**src/rtl/issue_rat_freelist_pkg.sv**
```systemverilog
// Shared issue-stage definitions for the rename free list: default widths
// and the free-list controller state encoding.
package issue_rat_freelist_pkg;

    localparam int unsigned PRF_WIDTH_DEF  = 6;
    localparam int unsigned FGR_WIDTH_DEF  = 3;
    localparam int unsigned ARCH_COUNT_DEF = 32;

    // INIT fills the free list with the PRFs not mapped at reset; RUN serves rename.
    typedef enum logic [0:0] {
        FL_INIT = 1'b0,
        FL_RUN  = 1'b1
    } fl_state_e;

endpackage

```
**src/rtl/issue_rat_freelist_fifo.sv**
```systemverilog
// Circular FIFO holding free physical register indices.
// Ports:
//   clk, reset      - clock, synchronous active-high reset
//   i_wr_en/i_wr_prf - enqueue one PRF (dropped when full without a dequeue)
//   i_rd_en         - dequeue the head (ignored when empty)
//   o_head_c        - combinational view of the FIFO head
//   o_count         - registered number of stored entries (0..2^PRF_WIDTH)
module issue_rat_freelist_fifo #(
    parameter int unsigned PRF_WIDTH = 6
) (
    input  logic                 clk,
    input  logic                 reset,
    input  logic                 i_wr_en,
    input  logic [PRF_WIDTH-1:0] i_wr_prf,
    input  logic                 i_rd_en,
    output logic [PRF_WIDTH-1:0] o_head_c,
    output logic [PRF_WIDTH:0]   o_count
);

    localparam int unsigned DEPTH = 1 << PRF_WIDTH;
    localparam int unsigned CNT_W = PRF_WIDTH + 1;

    logic [PRF_WIDTH-1:0] mem_q [DEPTH];
    logic [PRF_WIDTH-1:0] rd_ptr_q, rd_ptr_d;
    logic [PRF_WIDTH-1:0] wr_ptr_q, wr_ptr_d;
    logic [CNT_W-1:0]     count_q, count_d;
    logic                 full_c;
    logic                 empty_c;
    logic                 do_rd_c;
    logic                 do_wr_c;

    // Pointer and occupancy update; pointers wrap naturally modulo DEPTH.
    always_comb begin
        full_c   = (count_q == CNT_W'(DEPTH));
        empty_c  = (count_q == '0);
        do_rd_c  = i_rd_en & ~empty_c;
        // A write into a full FIFO is only legal when an entry leaves the same cycle.
        do_wr_c  = i_wr_en & (~full_c | do_rd_c);
        rd_ptr_d = rd_ptr_q;
        wr_ptr_d = wr_ptr_q;
        count_d  = count_q;
        if (do_rd_c) begin
            rd_ptr_d = rd_ptr_q + PRF_WIDTH'(1);
        end
        if (do_wr_c) begin
            wr_ptr_d = wr_ptr_q + PRF_WIDTH'(1);
        end
        case ({do_wr_c, do_rd_c})
            2'b10:   count_d = count_q + CNT_W'(1);
            2'b01:   count_d = count_q - CNT_W'(1);
            default: count_d = count_q;
        endcase
    end

    // Control registers.
    always_ff @(posedge clk) begin
        if (reset) begin
            rd_ptr_q <= '0;
            wr_ptr_q <= '0;
            count_q  <= '0;
        end else begin
            rd_ptr_q <= rd_ptr_d;
            wr_ptr_q <= wr_ptr_d;
            count_q  <= count_d;
        end
    end

    // Storage is not reset; INIT defines every slot that is ever read.
    always_ff @(posedge clk) begin
        if (do_wr_c & ~reset) begin
            mem_q[wr_ptr_q] <= i_wr_prf;
        end
    end

    assign o_head_c = mem_q[rd_ptr_q];
    assign o_count  = count_q;

endmodule

```
**src/rtl/issue_rat_freelist.sv**
```systemverilog
// Rename free list: hands out free physical registers to rename, records each
// allocation into the FGR checkpoint, and takes PRFs back from retire
// (release) and from abandoned FGRs.
// Ports:
//   clk, reset                    - clock, synchronous active-high reset
//   i_alloc_valid/i_alloc_fgr     - rename requests one PRF for an FGR
//   o_alloc_ready/o_alloc_prf     - allocation fires / PRF handed out
//   o_acquired_*/i_acquired_ready - allocation record to the FGR checkpoint
//   i_abandoned_*/o_abandoned_ready - PRFs returned by an abandoned FGR
//   i_release_valid/i_release_prf - PRF freed at retire, never backpressured
//   o_count                       - registered free-entry count
//   o_init_done                   - free list initialised and serving
module issue_rat_freelist
    import issue_rat_freelist_pkg::*;
#(
    parameter int unsigned PRF_WIDTH  = PRF_WIDTH_DEF,
    parameter int unsigned FGR_WIDTH  = FGR_WIDTH_DEF,
    parameter int unsigned ARCH_COUNT = ARCH_COUNT_DEF
) (
    input  logic                 clk,
    input  logic                 reset,
    input  logic                 i_alloc_valid,
    input  logic [FGR_WIDTH-1:0] i_alloc_fgr,
    output logic                 o_alloc_ready,
    output logic [PRF_WIDTH-1:0] o_alloc_prf,
    output logic                 o_acquired_valid,
    input  logic                 i_acquired_ready,
    output logic [FGR_WIDTH-1:0] o_acquired_fgr,
    output logic [PRF_WIDTH-1:0] o_acquired_prf,
    input  logic                 i_abandoned_valid,
    output logic                 o_abandoned_ready,
    input  logic [PRF_WIDTH-1:0] i_abandoned_prf,
    input  logic                 i_release_valid,
    input  logic [PRF_WIDTH-1:0] i_release_prf,
    output logic [PRF_WIDTH:0]   o_count,
    output logic                 o_init_done
);

    localparam int unsigned DEPTH  = 1 << PRF_WIDTH;
    localparam int unsigned INIT_N = DEPTH - ARCH_COUNT;
    localparam int unsigned ICNT_W = PRF_WIDTH + 1;

    fl_state_e            state_q, state_d;
    logic [ICNT_W-1:0]    init_cnt_q, init_cnt_d;
    logic                 run_c;
    logic                 wr_en_c;
    logic [PRF_WIDTH-1:0] wr_prf_c;
    logic [PRF_WIDTH-1:0] head_c;
    logic [PRF_WIDTH:0]   count_c;

    // Controller state and INIT fill counter.
    always_ff @(posedge clk) begin
        if (reset) begin
            state_q    <= FL_INIT;
            init_cnt_q <= '0;
        end else begin
            state_q    <= state_d;
            init_cnt_q <= init_cnt_d;
        end
    end

    // Next state, write-port arbitration and handshake outputs.
    always_comb begin
        state_d           = state_q;
        init_cnt_d        = init_cnt_q;
        wr_en_c           = 1'b0;
        wr_prf_c          = '0;
        o_acquired_valid  = 1'b0;
        o_alloc_ready     = 1'b0;
        o_abandoned_ready = 1'b0;
        // Gated by reset so every handshake is quiet while reset is held.
        run_c             = (state_q == FL_RUN) & ~reset;

        case (state_q)
            FL_INIT: begin
                // Slot n receives PRF ARCH_COUNT+n; the FIFO write pointer tracks n.
                if (init_cnt_q < ICNT_W'(INIT_N)) begin
                    wr_en_c    = 1'b1;
                    wr_prf_c   = PRF_WIDTH'(ARCH_COUNT) + init_cnt_q[PRF_WIDTH-1:0];
                    init_cnt_d = init_cnt_q + ICNT_W'(1);
                end
                if (init_cnt_d == ICNT_W'(INIT_N)) begin
                    state_d = FL_RUN;
                end
            end
            FL_RUN: begin
                // Valid does not look at the checkpoint ready, avoiding a loop.
                o_acquired_valid  = run_c & i_alloc_valid & (count_c != '0);
                o_alloc_ready     = o_acquired_valid & i_acquired_ready;
                // Single write port: retire release always wins over abandon.
                o_abandoned_ready = run_c & ~i_release_valid;
                if (run_c & i_release_valid) begin
                    wr_en_c  = 1'b1;
                    wr_prf_c = i_release_prf;
                end else if (i_abandoned_valid & o_abandoned_ready) begin
                    wr_en_c  = 1'b1;
                    wr_prf_c = i_abandoned_prf;
                end
            end
            default: begin
                state_d = FL_INIT;
            end
        endcase
    end

    issue_rat_freelist_fifo #(
        .PRF_WIDTH (PRF_WIDTH)
    ) u_fifo (
        .clk      (clk),
        .reset    (reset),
        .i_wr_en  (wr_en_c),
        .i_wr_prf (wr_prf_c),
        .i_rd_en  (o_alloc_ready),
        .o_head_c (head_c),
        .o_count  (count_c)
    );

    assign o_alloc_prf    = head_c;
    assign o_acquired_prf = head_c;
    assign o_acquired_fgr = i_alloc_fgr;
    assign o_count        = count_c;
    assign o_init_done    = (state_q == FL_RUN);

endmodule

```
**config.mk**
```make
export PLATFORM = sky130hd
export DESIGN_NAME = issue_rat_freelist
export DESIGN_NICKNAME = d
export VERILOG_FILES = /design/src/rtl/issue_rat_freelist_pkg.sv /design/src/rtl/issue_rat_freelist_fifo.sv /design/src/rtl/issue_rat_freelist.sv
export SDC_FILE = /design/constraint.sdc
export NUM_CORES = 1
export LEC_CHECK = 0
export CORE_UTILIZATION = 56
export DETAILED_ROUTE_END_ITERATION = 8
export HOLD_SLACK_MARGIN = 0.15
export PLACE_DENSITY = 0.77
export SYNTH_ARGS = -nofsm -noshare
export SYNTH_HDL_FRONTEND = slang
export SYNTH_SLANG_ARGS = --single-unit
```
**constraint.sdc**
```tcl
create_clock -name clk -period 6.74 [get_ports clk]
set_clock_uncertainty 0.2 [all_clocks]
set_input_delay 0.674 -clock clk [delete_from_list [all_inputs] [get_ports clk]]
set_output_delay 0.674 -clock clk [all_outputs]
set_load 0.02 [all_outputs]
```
# After elaboration in Yosys (flattened, before gate mapping)
# Memories as Yosys holds them, arrays and structs flattened. A register that Yosys moved wholly into a read port is not among the register bits.
# Index checks and enable logic that the tools add are counted.
# op_classes
magnitude_cmp	1
add_sub_neg	6
n_mux	20
n_bitwise	16
n_reduce_logical	3
eq_ne	4
# ops
operator	count
6-bit two-way mux	5
7-bit by 1-bit adder with 7-bit output, second input constant	2
7-bit two-way mux	2
7-bit case mux with 2 select lines	1
6-bit by 1-bit adder with 6-bit output, second input constant	2
6-bit case mux with 2 select lines	1
1-bit AND	10
1-bit two-way mux	10
7-bit by 6-bit == test with 1-bit output, second input constant	1
7-bit == test, second input constant	1
7-bit logical NOT	1
7-bit by 6-bit less-than comparator with 1-bit output, second input constant	1
7-bit nonzero test	1
7-bit by 1-bit subtractor with 7-bit output, second input constant	1
6-bit adder, first input constant	1
1-bit inverter	5
2-bit by 1-bit == test with 1-bit output, second input constant	1
2-bit == test, second input constant	1
1-bit case mux with 2 select lines	1
2-bit nonzero test	1
1-bit bitwise OR	1
# totals
out_inout_bits	26
input_bits	21
wordCells	56
ramBits	384
n_memories	1
ff_bits	27
# mem_list
memory	depth	width	rd	rd_ports_with_merged_regs	wr	line	source
u_fifo.mem_q	64	6	1	1	1	issue_rat_freelist_fifo.sv:23	logic [PRF_WIDTH-1:0] mem_q [DEPTH];

# Longest topological paths before layout
# Gate-level depths: netlist of the first run.
# depth
depth_word	12
mapped_depth	12
ltp_nobuf	11

# By module
# Synthesis of the first run repeated with hierarchy kept, for this count alone.
# unflattened
hier_cells	960
area_unflattened_um2	17016.3
# modules_own_cells
mod	n_inst	area_each_um2	cells_per_inst	seq_area_each_um2
issue_rat_freelist_fifo	1	16389.5	882	12031.5
issue_rat_freelist	1	626.9	78	160.2

# Worst setup path after synthesis of the first run
# OpenSTA, ideal clock, no wires.
# synth_path
path_type	input to register
from	input port reset
to	register u_fifo.count_q[6] (netlist: u_fifo.o_count[6])
stages	9
setup_slack_ns	3.452
required_ns	6.419
n_path_buf	0
setup_time_ns	0.121
arrival_ns	2.968
path_cell_list	nand4b_1 -> a31oi_1 -> ha_1 -> ha_1 -> nor2b_1 -> o21a_1 -> o21a_1 -> o211ai_1 -> mux2_2
# synth_between
elab_chain_len	11
word_cells_on_any_way	19
classes_between	2 x eq/ne; 5 x mux; 11 x bitwise; 1 x reduce/logical
# synth_rtl
item	line	source
from (decl)	issue_rat_freelist.sv:21	input logic reset,
1-bit inverter	issue_rat_freelist.sv:72	run_c = (state_q == FL_RUN) & ~reset;
1-bit AND	issue_rat_freelist.sv:72	
1-bit AND (2 in series)	issue_rat_freelist.sv:88	o_acquired_valid = run_c & i_alloc_valid & (count_c != '0);
1-bit AND	issue_rat_freelist.sv:89	o_alloc_ready = o_acquired_valid & i_acquired_ready;
1-bit two-way mux	issue_rat_freelist.sv:74	case (state_q)
1-bit AND	issue_rat_freelist_fifo.sv:36	do_rd_c = i_rd_en & ~empty_c;
1-bit bitwise OR	issue_rat_freelist_fifo.sv:38	do_wr_c = i_wr_en & (~full_c | do_rd_c);
1-bit AND	issue_rat_freelist_fifo.sv:38	
2-bit by 1-bit == test with 1-bit output or 2-bit == test (tied branches)	issue_rat_freelist_fifo.sv:48	case ({do_wr_c, do_rd_c})
7-bit case mux with 2 select lines or 2-bit nonzero test (tied branches)	n/a	
to (signal assigned)	issue_rat_freelist_fifo.sv:64	count_q <= count_d;
to (decl)	issue_rat_freelist_fifo.sv:26	logic [CNT_W-1:0] count_q, count_d;
# Several ways; a longest one is shown, not always the timed one.
# A chain may end at the register's enable or synchronous reset.

==> results of run 1 <==
[registers in the layout, summed over array words and instances, names as in the netlist, named ones only]
signal           cells
init_cnt_q           7
u_fifo.wr_ptr_q      6
o_init_done          1
u_fifo.rd_ptr_q      6
u_fifo.o_count       7
u_fifo.mem_q       384
[area by class of cell]
cell class | count | area share, %
inverter | 15 | 0.296
sequential | 417 | 64.2
tap | 390 | 2.57
clock inverter | 22 | 1.22
multi-input combinational | 484 | 23.3
timing repair buffer | 53 | 2.62
clock buffer | 52 | 5.89
[routing by layer]
metal / up-vias / GRT usage, % / wire, µm
met1: 4629 / 34.4 / 15000
met5: - / 0 / 0
met4: 0 / 7.87 / 960
met2: 470 / 38.6 / 17500
li1: 3955 / - / -
met3: 73 / 5.02 / 3350
[worst reg2reg max path: cells and delay by family (launching register included)]
kind | cells | cell delay (ns)
flip-flops | 1 | 0.35
multiplexers | 1 | 0.35
AO/OA/AOI/OAI | 3 | 0.43
AND/OR/NAND/NOR | 4 | 1.22
buffers and inverters | 1 | 0.10
adder cells (fa/ha/maj) | 2 | 0.78
[how the worst min path moves through the flow]
stage / endpoint / slack (ns)
3_3_place_gp: u_fifo.o_count[3] / 0.30
4_1_cts: u_fifo.o_count[3] / 0.32
2_1_floorplan: register / 0.28
6_report: u_fifo.o_count[3] / 0.31
3_5_place_dp: u_fifo.o_count[3] / 0.31
5_1_grt: u_fifo.o_count[3] / 0.35
[power by group]
part / total [mW] / switching [mW] / internal [mW]
logic: 0.119 / 0.0800 / 0.0388
registers: 2.84 / 0.00927 / 2.83
clock network: 2.30 / 0.930 / 1.37
total: 5.25 / 1.02 / 4.23
[logic make-up (layout without fill, tap and decap cells)]
logic type | Yosys count | after routing | synth area share [%]
AO/OA/AOI/OAI | 103 | 103 | 4.41
XOR/XNOR | 16 | 16 | 0.822
adder cells (fa/ha/maj) | 11 | 11 | 0.851
buffers and inverters | 82 | 142 | 2.57
flip-flops | 417 | 417 | 71.5
multiplexers | 139 | 139 | 13.7
AND/OR/NAND/NOR | 215 | 215 | 6.11
[through the flow]
step           instances  util (%)
2_1_floorplan        983         -
3_3_place_gp        1359      59.3
3_5_place_dp        1359      59.3
4_1_cts             1433      63.8
5_1_grt             1433      63.8
6_report            1433      63.8
[cells in the final DEF, fill, tap and decap left out, drive strengths merged, types with 11 or more instances in the layout]
cell           count
nand2             23
o21ai             16
dfxtp             33
clkinv            16
clkbuf            52
mux2i             47
nor3              11
buf               13
inv               15
mux4              73
nor2             101
nand3             17
a211oi            12
mux2              19
xor2              13
clkdlybuf4s50     40
edfxtp           384
nor2b             12
==> out/qor.txt, run 1 <==
Status -> complete, no violations
Drt drc -> 0
Sequential fraction of the synthesis area -> 71.5%
Core area -> 29,800 µm²
Die area -> 31,100 µm²
GRT Total Usage -> 24.4%
Synthesized flop and latch total -> 417
Area of the multi-input gates -> 4420 µm²
Register cell area after layout -> 12,200 µm²
Starting DRC count in detailed routing -> 1,146
I/O pin count -> 47
TritonCTS Buffers -> 41
Synth cell count leaders -> 384 x edfxtp_1, 101 x nor2_1, 70 x mux4_2
Skew-Pair Late Insertion Delay -> 0.53 ns
Period minus WS final -> 4.96 ns
Startpoint Class -> register
R2R Setup Slk -> 3.21 ns
FF-to-FF Start -> u_fifo.o_count[2]
Unrepaired setup endpoints after global routing -> false
Leak -> 5.96 nW
HP Class -> reg2reg
Final setup fails -> 0
Peak supply drop -> 0.175 mV
Max Clk Rate -> 202 MHz
Min Hold Slack -> 0.311 ns
Worst Path Arrival -> 4.09 ns
Ys Warns -> 0
Port Buf Inserts -> 40
Clk sinks -> 417
Post-CTS Resized -> 0
CTS tree -> done
Average wire per standard cell -> 25.7 µm
Crit-path max FO -> 40
Pin count of the biggest net entering global routing -> 65
Synth Cell Area -> 17,000 µm²
Critical hold path startpoint -> u_fifo.o_count[3]
DP Wirelength -> 21,900 µm
Worst Path Required -> 5.87 ns
Layout cell share with drive strength beyond 1 -> 17.1%
DR vias -> 9,127
Largest cells by area after synthesis -> edfxtp_1 68%, mux4_2 9.2%, dfxtp_1 3.9%
Ys async rst share -> 0%
Fin Setup TNS -> 0 ns
Row count -> 63
Max incr delay on CP -> 0.91 ns
Routed Antenna Nets -> 0
Vias/cell -> 6.37
DP Area -> 17,700 µm²
Unique masters post-synth -> 63
Fraction of synthesized cell area taken by the top area cell type -> 67.6%
N_diodes -> 0
R2r endpoint -> u_fifo.o_count[6]
Hold Path Depth -> 2
Die Wd -> 176 µm
Fin area -> 19,000 µm²
CP top delay family -> buffers and inverters
Critical Path End Type -> output pin
Tcrit/Tclk final -> 73.6%
Fin nets -> 1,044
Crit path max-delay cell type -> dfxtp_4
Vias in the first global route -> 8,977
Critical path depth -> 6
Final Hold Vio Count -> 0
H-tree depth -> 2
Worst slack, placed -> 2.33 ns
Buffers and inverters on the worst path -> 2
Initial antenna violation count -> 0
Setup bufs post-CTS -> 0
Max Root-Sink Buffers -> 3
CTS Root Cell -> clkbuf_16
CP Capture Point -> o_alloc_prf[2]
Drt total wl -> 36,800 µm
Dominant synthesized flop cell -> edfxtp_1
Starting Density -> 57.2%
GR Overflow Total -> 0
Max-slew violation count -> 0
Hold_buf cts -> 0
Mapped Cells -> 983
Filler instances -> 2,051
Syn nets -> 1,015
Max-Cap Viols -> 0
GPL Wtd Cong -> 0.894
Setup ws final -> 1.78 ns
P per Cell Area -> 276 nW/µm²
TritonRoute pass-1 iters -> 7
Least-Margin Pin Slew -> 1.18 ns
Worst rel slew slack -> 21.4%
Total power draw -> 5.25 mW
Worst path cell trace -> buf_4, mux4_1, mux4_2, a22oi_2, o31ai_1, clkdlybuf4s50_1
Area grow syn2layout -> 11.5%
Die Ht -> 176 µm
Count leader, synth -> edfxtp_1
Syn avg cell area -> 17.3 µm²
Area leader, netlist -> edfxtp_1
First-pass GRT wire length -> 55,200 µm
R2R cell count -> 11
CP Class -> reg2out
Clock transition at the registers of the reported paths -> 0.07 ns
EDFF count, synth -> 384
(Power assumes the default switching activity.)
==> run 2, diff against run 1 <==
clock period = 4.6 ns   (was 6.74 ns; I/O delays follow)
==> run 2 against run 1 <==
Largest power group unchanged. Largest cell class unchanged. Count of clock-buffer cells in the layout up 9. Worst setup slack got worse by 1.6 ns. Critical path type unchanged. Via count rose by 2.0%.
==> out/qor.txt, run 2 (synthesized netlist as in run 1, its figures left out) <==
Die area -> 31,100 µm² (unchanged)
Placed Instances -> 1,361 (was 1,359)
Combinational power share -> 2.2% (was 2.3%)
Skew-Pair Late Insertion Delay -> 0.53 ns (about the same)
Core area -> 29,800 µm² (unchanged)
Net Sw Frac -> 19.6% (was 19.4%)
Min Hold Slack -> 0.317 ns (was 0.311 ns)
Average wire per standard cell -> 25.7 µm (about the same)
Worst Path Arrival -> 3.73 ns (was 4.09 ns)
Max incr delay on CP -> 0.86 ns (was 0.91 ns)
Max Clk Rate -> 228 MHz
DP Area -> 17,700 µm² (about the same)
Hold_buf cts -> 0 (unchanged)
Die Ht -> 176 µm (unchanged)
GR Overflow Total -> 0 (unchanged)
Final Hold Vio Count -> 0 (unchanged)
Vias in the first global route -> 9,200 (was 8,977)
Fin area -> 19,000 µm² (about the same)
Max FFs per register -> 384 (unchanged)
Clock transition at the registers of the reported paths -> 0.06 ns (was 0.07 ns)
Critical Path End Type -> output pin (unchanged)
Initial antenna violation count -> 0 (unchanged)
Tcrit/Tclk final -> 95.5%
Period minus WS final -> 4.39 ns
Pin count of the biggest net entering global routing -> 65 (unchanged)
Drt total wl -> 36,900 µm (was 36,800 µm)
Reg with most FFs -> u_fifo.mem_q (unchanged)
Fin Setup TNS -> 0 ns (unchanged)
Flop pwr share -> 54.4% (was 54.0%)
TritonCTS Buffers -> 42 (was 41)
Final Util -> 63.9% (was 63.8%)
Post-CTS Resized -> 0 (unchanged)
Starting Density -> 57.2% (unchanged)
Max-slew violation count -> 0 (unchanged)
Max Root-Sink Buffers -> 3 (unchanged)
P per Cell Area -> 401 nW/µm² (was 276 nW/µm²)
CTS tree -> done (unchanged)
Vias/cell -> 6.48 (was 6.37)
Worst Path Required -> 3.94 ns (was 5.87 ns)
N_diodes -> 0 (unchanged)
Starting DRC count in detailed routing -> 933 (was 1,146)
I/O pin count -> 47 (unchanged)
DR vias -> 9,310 (was 9,127)
Register cell area after layout -> 12,200 µm² (unchanged)
Crit-path max FO -> 53 (was 40)
Fin nets -> 1,047 (was 1,044)
DP Wirelength -> 22,900 µm (was 21,900 µm)
Area of the multi-input gates -> 4420 µm² (unchanged)
Switching power -> 1.50 mW (was 1.02 mW)
CP Class -> reg2out (unchanged)
GPL Wtd Cong -> 0.818 (was 0.894)
GRT Total Usage -> 24.5% (was 24.4%)
Peak supply drop -> 0.225 mV (was 0.175 mV)
TritonRoute pass-1 iters -> 7 (unchanged)
Area grow syn2layout -> 11.7% (was 11.5%)
Filler instances -> 2,004 (was 2,051)
Max-Cap Viols -> 0 (unchanged)
Cell Count, Final, Fillers Out -> 1,437 (was 1,433)
First-pass GRT wire length -> 55,900 µm (was 55,200 µm)
Clk pwr share -> 43.4% (was 43.7%)
Int Pwr -> 6.14 mW (was 4.23 mW)
Least-Margin Pin Slew -> 1.16 ns (was 1.18 ns)
Port Buf Inserts -> 40 (unchanged)
Leak -> 5.96 nW (about the same)
Final setup fails -> 0 (unchanged)
Clk sinks -> 417 (unchanged)
Worst rel slew slack -> 22.5% (was 21.4%)
Startpoint Class -> register (unchanged)
Drt drc -> 0 (unchanged)
Routed Antenna Nets -> 0 (unchanged)
CTS Root Cell -> clkbuf_16 (unchanged)
Status -> complete, no violations (unchanged)
H-tree depth -> 2 (unchanged)
Crit path max-delay cell type -> dfxtp_4 (unchanged)
Commonest non-fill, non-tap cell in the layout -> edfxtp_1 (unchanged)
Row count -> 63 (unchanged)
Die Wd -> 176 µm (unchanged)
Worst path cell trace -> mux4_2, nor2b_1, a2111oi_0, o31ai_1, clkdlybuf4s50_1 (was buf_4, mux4_1, mux4_2, a22oi_2, o31ai_1, clkdlybuf4s50_1)
Setup bufs post-CTS -> 0 (unchanged)
Most frequent cells in the layout -> 384 x edfxtp_1, 101 x nor2_1, 70 x mux4_2, 47 x mux2i_1, 43 x clkbuf_16 (unchanged)
HP Class -> reg2reg (unchanged)
Layout cell share with drive strength beyond 1 -> 17.0% (was 17.1%)
Unrepaired setup endpoints after global routing -> false (unchanged)
## run 2: cell types whose count changed in the layout (fill, tap and decap cells not counted), sizes merged
cell / previous run / this run
bufinv: 5 / 3
clkbuf: 52 / 61
buf: 13 / 15
clkinv: 16 / 11
## run 2: path summary, 6_finish.rpt
check	start	endpoint	slack, ns	cells past startpoint
hold reg to reg	u_fifo.o_count[3]	u_fifo.o_count[3]	0.32	2
setup / recovery	register	o_acquired_prf[2]	0.21	5
hold / removal	u_fifo.o_count[3]	u_fifo.o_count[3]	0.32	2
setup reg to reg	u_fifo.o_count[2]	u_fifo.o_count[6]	1.16	10
## run 2: power by group through the flow
| stage | Clock [mW] | Combinational (mW) | Sequential, mW |
|---|---|---|---|
| floorplan | 0 | 0.0966 | 4.24 |
| global placement | 0 | 0.164 | 4.24 |
| detailed placement | 0 | 0.169 | 4.24 |
| global route | 3.48 | 0.183 | 4.16 |
| finish | 3.31 | 0.169 | 4.16 |
| CTS | 3.35 | 0.170 | 4.16 |
## run 2: layout make-up
type / count / area share, %
clock buffers: 61 / 6.16
clock inverters: 15 / 0.808
multi-input cells: 484 / 23.2
flip-flops and latches: 417 / 64.1
repair buffers: 55 / 2.89
well taps: 390 / 2.56
inverters: 15 / 0.296
## run 2: worst max-delay path, delay by kind of cell (launching register included)
family                 cells  cell delay, ns
flip-flops                 1            0.86
buffers and inverters      1            0.59
multiplexers               1            0.59
AND/OR/NAND/NOR            1            0.14
AO/OA/AOI/OAI              2            0.99
## run 2: through the flow
stage / setup slack (ns) / total power [mW]
2_1_floorplan: 1.40 / 4.33
3_3_place_gp: 0.846 / 4.40
3_5_place_dp: 0.755 / 4.41
4_1_cts: 0.279 / 7.68
5_1_grt: 0.135 / 7.82
6_report: 0.208 / 7.64
## run 2: per-layer routing
metal	up-vias	global-route usage, %	part of all wire (%)	wire length (µm)
met5	-	0	0	0
li1	3963	-	-	-
met3	87	5.45	9.1	3350
met2	516	37.9	47	17500
met4	0	10.3	3.7	1370
met1	4744	33.9	40	14700
==> run 3, diff against run 2 <==
CAP_MARGIN = 10   (was default)
CTS_BUF_LIST = sky130_fd_sc_hd__clkbuf_16   (was default)
==> run 3 against run 2 <==
Register-to-register slack hardly changed. Routed wire length is 0.63% lower. Sequential share of layout area is 0.10 points higher. Highest routed layer unchanged. Critical path depth stayed put. Largest power group unchanged. Global-route usage is 0.13 points lower. Sequential power hardly changed. Non-clock buffer count stayed put. Combinational power hardly changed.
==> out/qor.txt, run 3 (synthesized netlist as in run 1, its figures left out) <==
Status -> complete, no violations (unchanged)
Max FFs per register -> 384 (unchanged)
CTS Root Cell -> clkbuf_16 (unchanged)
Layout cell share with drive strength beyond 1 -> 16.7% (was 17.0%)
Final Util -> 63.8% (was 63.9%)
Fin Setup TNS -> 0 ns (unchanged)
Peak supply drop -> 0.228 mV (was 0.225 mV)
Tcrit/Tclk final -> 93.9% (was 95.5%)
H-tree depth -> 2 (unchanged)
Least-Margin Pin Slew -> 1.14 ns (was 1.16 ns)
R2r endpoint -> u_fifo.o_count[6] (unchanged)
Core area -> 29,800 µm² (unchanged)
GRT Total Usage -> 24.4% (was 24.5%)
FF-to-FF Start -> u_fifo.o_count[2] (unchanged)
Setup bufs post-CTS -> 0 (unchanged)
Area grow syn2layout -> 11.5% (was 11.7%)
TritonRoute pass-1 iters -> 5 (was 7)
Die Ht -> 176 µm (unchanged)
CP Class -> reg2out (unchanged)
CP Capture Point -> o_acquired_prf[2] (unchanged)
Drt drc -> 0 (unchanged)
DR vias -> 9,244 (was 9,310)
Row count -> 63 (unchanged)
Leak -> 6.00 nW (was 5.96 nW)
Max-Cap Viols -> 0 (unchanged)
R2R Setup Slk -> 1.16 ns (about the same)
Final Hold Vio Count -> 0 (unchanged)
GPL Wtd Cong -> 0.818 (unchanged)
Max Clk Rate -> 231 MHz (was 228 MHz)
Clock transition at the registers of the reported paths -> 0.06 ns (about the same)
Worst Path Required -> 3.94 ns (about the same)
Vias in the first global route -> 9,222 (was 9,200)
Die Wd -> 176 µm (unchanged)
Starting Density -> 57.2% (unchanged)
Total power draw -> 7.56 mW (was 7.64 mW)
N_diodes -> 0 (unchanged)
TritonCTS Buffers -> 42 (unchanged)
Starting DRC count in detailed routing -> 979 (was 933)
Reg with most FFs -> u_fifo.mem_q (unchanged)
Unrepaired setup endpoints after global routing -> false (unchanged)
Post-CTS Resized -> 0 (unchanged)
Clk sinks -> 417 (unchanged)
Die area -> 31,100 µm² (unchanged)
First-pass GRT wire length -> 55,600 µm (was 55,900 µm)
Vias/cell -> 6.43 (was 6.48)
Pin count of the biggest net entering global routing -> 65 (unchanged)
Port Buf Inserts -> 40 (unchanged)
Worst rel slew slack -> 23.8% (was 22.5%)
HP Class -> reg2reg (unchanged)
Initial antenna violation count -> 0 (unchanged)
Period minus WS final -> 4.32 ns (was 4.39 ns)
Crit-path max FO -> 53 (unchanged)
R2R cell count -> 10 (unchanged)
Drt total wl -> 36,700 µm (was 36,900 µm)
Commonest non-fill, non-tap cell in the layout -> edfxtp_1 (unchanged)
Hold_buf cts -> 0 (unchanged)
Max-slew violation count -> 0 (unchanged)
Final setup fails -> 0 (unchanged)
Fin nets -> 1,047 (unchanged)
Most frequent cells in the layout -> 384 x edfxtp_1, 101 x nor2_1, 70 x mux4_2, 47 x mux2i_1, 43 x clkbuf_16 (unchanged)
DP Wirelength -> 22,900 µm (unchanged)
Max Root-Sink Buffers -> 3 (unchanged)
GR Overflow Total -> 0 (unchanged)
Skew-Pair Late Insertion Delay -> 0.53 ns (about the same)
P per Cell Area -> 398 nW/µm² (was 401 nW/µm²)
Critical Path End Type -> output pin (unchanged)
Average wire per standard cell -> 25.5 µm (was 25.7 µm)
I/O pin count -> 47 (unchanged)
Worst Path Arrival -> 3.66 ns (was 3.73 ns)
CTS tree -> done (unchanged)
Routed Antenna Nets -> 0 (unchanged)
Startpoint Class -> register (unchanged)
-- run 3: cell count changes in the layout (fill, tap and decap cells not counted) --
cell,previous run,this run
clkbuf_8,3,0
clkbuf_1,15,0
inv_1,11,26
clkinv_1,6,9
-- run 3: routing by layer --
| metal | part of all wire, % | track usage (%) |
|---|---|---|
| met2 | 47 | 37.5 |
| met1 | 39 | 34.0 |
| met3 | 9.7 | 5.12 |
| met4 | 4.0 | 10.7 |
| met5 | 0 | 0 |
-- run 3: metrics by stage --
step                      setup slack [ns]  area, µm²  cells  hold WS, ns
after floorplan                       1.40      17000    983        0.285
after global placement               0.846      17700   1361        0.317
after detailed placement             0.755      17700   1361        0.310
after CTS                            0.281      19000   1437        0.319
after global routing                 0.138      19000   1437        0.346
final                                0.279      19000   1437        0.316
-- run 3: worst min path at each step --
| stage | startpoint | endpoint | slack [ns] | depth (start not counted) |
|---|---|---|---|---|
| 4_1_cts | u_fifo.o_count[3] | u_fifo.o_count[3] | 0.32 | 2 |
| 3_3_place_gp | u_fifo.o_count[3] | u_fifo.o_count[3] | 0.32 | 2 |
| 2_1_floorplan | u_fifo.rd_ptr_q[5] | register | 0.28 | 2 |
| 5_1_grt | u_fifo.o_count[3] | u_fifo.o_count[3] | 0.35 | 2 |
| 3_5_place_dp | u_fifo.o_count[3] | u_fifo.o_count[3] | 0.31 | 2 |
| 6_report | u_fifo.o_count[3] | u_fifo.o_count[3] | 0.32 | 2 |
-- run 3: cell type report --
type / count / area [µm²]
Clock buffer: 43 / 1080
Sequential cell: 417 / 12200
Clock inverter: 33 / 221
Tap cell: 390 / 488
Multi-Input combinational cell: 484 / 4420
Fill cell: 2013 / 10800
Inverter: 15 / 56.3
Timing Repair Buffer: 55 / 551
-- run 3: worst max-delay path: stages, from the launching register on --
cell and delay, ns:
dfxtp_4 0.86, mux4_2 0.60, nor2b_1 0.14, a2111oi_0 0.65
o31ai_1 0.26, clkdlybuf4s50_1 0.59
-- run 3: power by group --
part	switching, mW	internal, mW	total, mW
combinational	0.113	0.0569	0.170
sequential	0.0148	4.14	4.16
clock	1.38	1.86	3.23
total	1.50	6.06	7.56
